===== src/rtl/sonic_tx_arbiter.sv =====
// sonic_tx_arbiter: round-robin owner selection for the shared PCIe TX port; grant one cycle after request, two dead cycles between owners.
// Optional ownership watchdog enabled by defining SONIC_TX_ARB_WATCHDOG_EN.
module sonic_tx_arbiter #(
  parameter int NUM_REQ         = 4,
  parameter int MAX_BUSY_CYCLES = 4096,
  localparam int IW             = $clog2(NUM_REQ)
) (
  input  logic               clk_in,
  input  logic               rstn,
  input  logic [NUM_REQ-1:0] req_ready,
  input  logic [NUM_REQ-1:0] req_busy,
  output logic [NUM_REQ-1:0] tx_sel,
  output logic [NUM_REQ-1:0] tx_ready_others,
  output logic               grant_valid,
  output logic [IW-1:0]      grant_idx,
  output logic               proto_err,
  output logic               wd_timeout
);

  typedef enum logic [1:0] {S_IDLE, S_GRANT, S_BUSY, S_RELEASE} state_t;

  state_t             r_state;
  logic [IW-1:0]      r_grant_idx;
  logic [IW-1:0]      r_last_grant;
  logic [NUM_REQ-1:0] r_tx_sel;
  logic               r_grant_valid;
  logic               r_proto_err;
  logic [IW-1:0]      w_pick;
  logic [IW-1:0]      w_cand;
  logic               w_any;
  logic               w_wd_hit;
  logic [NUM_REQ-1:0] w_owner_oh;
  logic [NUM_REQ-1:0] w_pick_oh;

  assign w_owner_oh      = {{(NUM_REQ-1){1'b0}}, 1'b1} << r_grant_idx;
  assign w_pick_oh       = {{(NUM_REQ-1){1'b0}}, 1'b1} << w_pick;
  assign tx_sel          = r_tx_sel;
  assign grant_valid     = r_grant_valid;
  assign grant_idx       = r_grant_idx;
  assign proto_err       = r_proto_err;
  assign tx_ready_others = r_grant_valid ? ~w_owner_oh : '0;

  // Scan downward so the last hit is the nearest candidate after last_grant.
  always_comb begin
    w_pick = r_last_grant;
    w_any  = 1'b0;
    w_cand = '0;
    for (int k = NUM_REQ; k >= 1; k--) begin
      w_cand = IW'((int'(r_last_grant) + k) % NUM_REQ);
      if (req_ready[w_cand]) begin
        w_pick = w_cand;
        w_any  = 1'b1;
      end
    end
  end

`ifdef SONIC_TX_ARB_WATCHDOG_EN
  logic [15:0] r_wd_cnt;

  assign w_wd_hit = r_grant_valid && (r_wd_cnt == 16'(MAX_BUSY_CYCLES - 1));

  always_ff @(posedge clk_in or negedge rstn) begin
    if (!rstn) begin
      r_wd_cnt <= '0;
    end else if (r_state == S_IDLE && w_any) begin
      r_wd_cnt <= '0;
    end else if (r_grant_valid) begin
      r_wd_cnt <= r_wd_cnt + 16'd1;
    end
  end
`else
  assign w_wd_hit = 1'b0;
`endif

  assign wd_timeout = w_wd_hit;

  always_ff @(posedge clk_in or negedge rstn) begin
    if (!rstn) begin
      r_state       <= S_IDLE;
      r_grant_idx   <= '0;
      r_last_grant  <= IW'(NUM_REQ - 1);
      r_tx_sel      <= '0;
      r_grant_valid <= 1'b0;
      r_proto_err   <= 1'b0;
    end else begin
      if (r_state == S_IDLE ? (|req_busy) : (|(req_busy & ~w_owner_oh))) begin
        r_proto_err <= 1'b1;
      end
      case (r_state)
        S_IDLE: begin
          if (w_any) begin
            r_state       <= S_GRANT;
            r_grant_idx   <= w_pick;
            r_last_grant  <= w_pick;
            r_tx_sel      <= w_pick_oh;
            r_grant_valid <= 1'b1;
          end
        end
        S_GRANT: begin
          if (w_wd_hit || (!req_busy[r_grant_idx] && !req_ready[r_grant_idx])) begin
            r_state       <= S_RELEASE;
            r_tx_sel      <= '0;
            r_grant_valid <= 1'b0;
          end else if (req_busy[r_grant_idx]) begin
            r_state <= S_BUSY;
          end
        end
        S_BUSY: begin
          if (w_wd_hit || !req_busy[r_grant_idx]) begin
            r_state       <= S_RELEASE;
            r_tx_sel      <= '0;
            r_grant_valid <= 1'b0;
          end
        end
        S_RELEASE: r_state <= S_IDLE;
        default:   r_state <= S_IDLE;
      endcase
    end
  end

endmodule

===== config.mk =====
export PLATFORM = sky130hd
export DESIGN_NAME = sonic_tx_arbiter
export DESIGN_NICKNAME = d
export VERILOG_FILES = /design/src/rtl/sonic_tx_arbiter.sv
export SDC_FILE = /design/constraint.sdc
export NUM_CORES = 1
export LEC_CHECK = 0
export ABC_AREA = 1
export BUFFER_PORTS_ARGS = -buffer_cell sky130_fd_sc_hd__buf_2
export CORE_MARGIN = 3
export CORE_UTILIZATION = 35
export CTS_CLUSTER_SIZE = 16
export DETAILED_ROUTE_END_ITERATION = 8
export GPL_ROUTABILITY_DRIVEN = 0
export MAX_ROUTING_LAYER = met4
export PLACE_DENSITY = 0.54
export SYNTH_ARGS = -nofsm -noshare
export SYNTH_HDL_FRONTEND = slang
export SYNTH_SLANG_ARGS = --single-unit

===== constraint.sdc =====
create_clock -name clk_in -period 2.29 [get_ports clk_in]
set_clock_uncertainty 0.2 [all_clocks]
set_input_delay 0.1145 -clock clk_in [delete_from_list [all_inputs] [get_ports clk_in]]
set_output_delay 0.1145 -clock clk_in [all_outputs]
set_load 0.02 [all_outputs]

Yosys cells after proc, flatten, opt, wreduce, memory -nomap -nowiden:

Cells that the tools add are included.

* bits in registers: 12
* input bits: 10
* output and inout port bits: 13
* word-level logic and storage cells: 71

* $add $sub $neg: 4
* order comparisons: 5
* equal/unequal tests: 7
* shifts and indexed selects: 2
* muxes and demuxes: 35
* bitwise operators: 2
* reductions and logical operators: 10

Operators by type and width (number)
* 2-bit two-way mux: 8
* 4-bit two-way mux: 4
* 2-bit by 3-bit < comparator with 1-bit output (second input constant): 5
* 1-bit two-way mux: 14
* 1-bit binary-select mux with 2-bit select: 6
* 4-bit case mux with 3 select lines: 1
* 2-bit case mux with 4 select lines: 1
* 4-bit OR reduction: 2
* 1-bit by 2-bit << shifter with 4-bit output (first input constant): 2
* 2-bit != test (second input constant): 3
* 2-bit by 1-bit adder with 2-bit output (second input constant): 2
* 2-bit adder (second input constant): 2
* 4-bit AND: 1
* 2-bit equality test (second input constant): 2
* 4-bit NOT: 1
* 4-bit AND reduction: 1
* 3-bit != test (second input constant): 1
* 1-bit case mux with 3 select lines: 1
* 3-bit AND reduction: 1
* 3-bit nonzero test: 1
* 2-bit by 1-bit equality test with 1-bit output (second input constant): 1
* 1-bit zero test: 2
* 2-bit zero test: 1
* 2-bit AND reduction: 1
* 1-bit logical AND: 1

Depth between registers and ports, before layout:

* depth after elaboration: 10
* depth in mapped cells: 12
* mapped depth without buffers: 11

Worst setup path before layout:

No wires, ideal clock.

* path kind: register to register
* from: register r_grant_idx[1], in the netlist grant_idx[1]
* to: register r_state[1]
* library setup time: 123 ps
* arrival: 1294 ps
* slack: 674 ps
* cell stages (with the launch flop): 10
* path buffers: 1
* path through: dfrtp_1 buf_4 nand2_1 inv_1 nand2_1 nand2_1 o21ai_0 nand2_4 nand2_1 o21ai_1

* cells in the longest elaborated chain, start to end: 6
* elaborated cells between the ends (all ways): 12
* those cells by class: 2 x eq/ne; 6 x mux; 4 x reduce/logical

Ends and longest elaborated chain
* start, declared: line 23 `logic [IW-1:0] r_grant_idx;`
* start signal, assigned: line 93 `r_grant_idx <= w_pick;`
* 1-bit binary-select mux with 2-bit select, on equally long branches: line 100, 104, 109
* 1-bit two-way mux, on equally long branches: line 100, 104, 109
* 1-bit zero test, on equally long branches
* 1-bit logical AND: line 100 `if (w_wd_hit || (!req_busy[r_grant_idx] && !req_ready[r_grant_idx])) begin`
* 2-bit two-way mux / 3-bit != test (equally long branches)
* 2-bit case mux with 4 select lines / 3-bit AND reduction (equally long branches)
* end signal, assigned: line 92 `r_state <= S_GRANT;`
* end signal, assigned: line 101 `r_state <= S_RELEASE;`
* end signal, assigned: line 105 `r_state <= S_BUSY;`
* end, declared: line 22 `state_t r_state;`

Parallel ways exist; a longest one is shown, timed or not. The select of a mux whose other input is x is not followed.
A chain may end at the register's enable or synchronous reset.

Final worst setup path:

* from: register r_state[1]
* to: register r_proto_err, in the netlist proto_err

* cells in the longest elaborated chain, start to end: 2

Ends and longest elaborated chain
* start signal, assigned: line 79 `r_state <= S_IDLE;`
* start signal, assigned: line 92
* start signal, assigned: line 101
* 2-bit zero test: line 86 `if (r_state == S_IDLE ? (|req_busy) : (|(req_busy & ~w_owner_oh))) begin`
* 1-bit two-way mux: line 86
* end signal, assigned: line 84 `r_proto_err <= 1'b0;`
* end signal, assigned: line 87 `r_proto_err <= 1'b1;`
* end, declared: line 27 `logic r_proto_err;`

No other way between the ends.

==> reports/results.tsv <==
stage	metric	value	unit
global_routing	first-pass GRT wire length	3.850	mm
cts	htree depth	1	
global_routing	antenna violations before repair	0	
drt	# DRC	0	
floorplanning	# IOs	23	
timing	RSZ-0062 raised after global routing	false	
cts	clock latency on the worst-skew pair	0.27	ns
critical_path	Register-to-Register Path Depth	7	
final_layout	most common cell after layout, fill and taps aside	nand2_1	
global_routing	GR Overflow Total	0	
timing	final hold violation count	0	
cts	root buffer cell	clkbuf_4	
final_layout	Layout Area Growth over Synthesis	15.24	%
timing	Final period util	93.18	%
floorplanning	Total Die Area	0.003799	mm²
logic_synthesis	Yosys warning total	0	
global_routing	vias in the first global route	884	
logic_synthesis	Post-Synthesis Cells	160	
timing	final setup fails	0	
global_routing	GRT Util Overall	13.75	%
floorplanning	# rows	19	
timing	FMAX	0.4687	GHz
critical_path	Critical Path Sink Type	flop	
logic_synthesis	Synth Net Count	173	
floorplanning	width of the chip	61.64	µm
drt	Starting DRT DRC Count	43	
timing	fin crit period	2.134	ns
cts	Clock Pin Slew Worst Setup and Hold Paths	0.08	ns
place	IO buf count	21	
critical_path	critical path startpoint category	flop	
cts	clock sinks	12	
job	Max Cap Viol	0	
final_layout	Total Nets Final	197	
floorplanning	initial core utilization	37.98	%
pwr	Worst VDD drop	0.0006427	V
timing	Fin Setup TNS	0	ns
place	placed cells	207	
final_layout	most frequent cells in the layout	nand2_1 (56), buf_2 (21), inv_1 (14)	
hold_path	HP Class	input pin to asynchronous set/reset pin	
timing	Hold Slack	0.04115	ns
logic_synthesis	average size of a mapped cell	6.772	µm²
cts	CTS Buffer Depth	2	
drt	vias per cell	4.869	
outcome	status	finished, final reports clean	
cts	CTS resizes	0	
timing	fin. max-slew vios	0	
drt	routed wire length	2.426	mm
global_routing	largest net degree at the start of global routing	14	
critical_path	critical path class	flop to flop	
logic_synthesis	post-synth cell types	23	
final_layout	n_diodes	0	
drt	vias post-DR	1042	
logic_synthesis	Synth Cell Area	0.001084	mm²
final_layout	Non-Filler Instances	214	
pwr	power density over the cells	1504	mW/mm²
floorplanning	chip height	61.64	µm
critical_path	critical path arrival	2.08	ns
logic_synthesis	register bit total from synthesis	12	
cts	Num CTS Buffers	3	
final_layout	share of cells above drive strength 1	32.24	%
logic_synthesis	sequential share of the synthesized area	27.94	%
cts	CTS tree	done	
place	HPWL after DPL	1.921	mm
critical_path	Crit Path Max Fanout	7	
floorplanning	Core Box Area	0.002853	mm²
drt	Avg WL per Cell	11.34	µm
critical_path	Crit path required time	2.24	ns
drt	Post-DRT Antenna Nets	0	
final_layout	Fill cells	332	
drt	Pre-antenna DRT Iters	4	
pwr	P_leak	0.6755	nW
[flip-flops by register name (all words and copies together), names as in the netlist]
name / flops
proto_err: 1
tx_sel: 4
grant_valid: 1
r_last_grant: 2
r_state: 2
grant_idx: 2
[metrics by stage]
step	instance area [µm²]	total power, mW	setup slack (ns)	util [%]
CTS	1249	1.901	0.1731	43.77
finish	1249	1.878	0.1562	43.77
floorplan	1084	1.493	0.6737	-
global placement	1182	1.711	0.4160	41.45
global route	1249	2.063	0.02664	43.77
detailed placement	1182	1.722	0.4007	41.45
[final timing paths]
path	end	startpoint	slack, ns
max	proto_err$_DFFE_PN0P_	r_state[1]$_DFFE_PN0P_	0.16
min	grant_valid$_DFFE_PN0P_	rstn	0.04
max reg2reg	proto_err$_DFFE_PN0P_	r_state[1]$_DFFE_PN0P_	0.16
min reg2reg	tx_sel[0]$_DFFE_PN0P_	tx_sel[0]$_DFFE_PN0P_	0.28
max in group asynchronous	r_last_grant[1]$_DFFE_PN1P_	rstn	1.57
min in group clk_in	r_state[1]$_DFFE_PN0P_	req_ready[2]	0.22
[logic make-up after synthesis]
kind of cell | synth area share, %
buffers and inverters | 10.62
adder cells (fa/ha/maj) | 3.465
flip-flops | 27.94
other | 0.3461
AO/OA/AOI/OAI | 12.24
AND/OR/NAND/NOR | 45.38
[cell usage after synthesis]
master	instances	area share (%)
inv_2	3	1.0
nand2_2	13	7.5
o21ai_0	12	5.5
buf_4	3	2.1
inv_1	14	4.8
inv_4	1	0.58
nand3_1	12	5.5
a21oi_1	4	1.8
dfstp_2	2	4.8
dfrtp_1	10	23
nand3_2	6	5.5
nor2_4	1	1.0
nand2_1	56	19
a211oi_1	1	0.69
buf_6	2	2.1
nor2_2	1	0.58
nand2_4	2	2.1
o21ai_1	2	0.92
nor2_1	6	2.1
conb_1	1	0.35
nand3_4	1	1.6
o21ai_2	4	3.2
ha_1	3	3.5
[cell type report]
class,instances,area [µm²],share of cell area (%)
Multi-Input combinational cell,125,665.6,53.31
Sequential cell,12,302.8,24.25
Timing Repair Buffer,24,135.1,10.82
Inverter,18,70.07,5.611
Tap cell,31,38.79,3.106
Clock buffer,4,36.28,2.906
[worst max-delay path, cell delays in order, from the launching register on]
cell and delay [ns]:
dfrtp_1 0.39, inv_1 0.08, ha_1 0.28, o21ai_0 0.11, nand2_1 0.06, a211oi_1 0.21, nand3_1 0.10, dlygate4sd3_1 0.57
[power by group]
group | total, mW | internal, mW | switching, mW
registers | 0.444 | 0.313 | 0.131
clock network | 0.169 | 0.0965 | 0.0729
logic | 1.26 | 0.422 | 0.842
[what timing repair did]
item	4_1_cts	5_1_grt
hold buffers	3	0
hold endpoints to repair	13	0
endpoints found under the setup margin	0	0
buffers inserted	0	0
[metal layers]
layer	vias to the layer above	routed length (µm)	GRT usage, %
li1	551	-	-
met4	0	18	3.636
met5	-	0	-
met3	4	51	1.258
met2	14	1193	22.87
met1	473	1163	17.81
No activity file was read; power rests on OpenSTA's default activity.
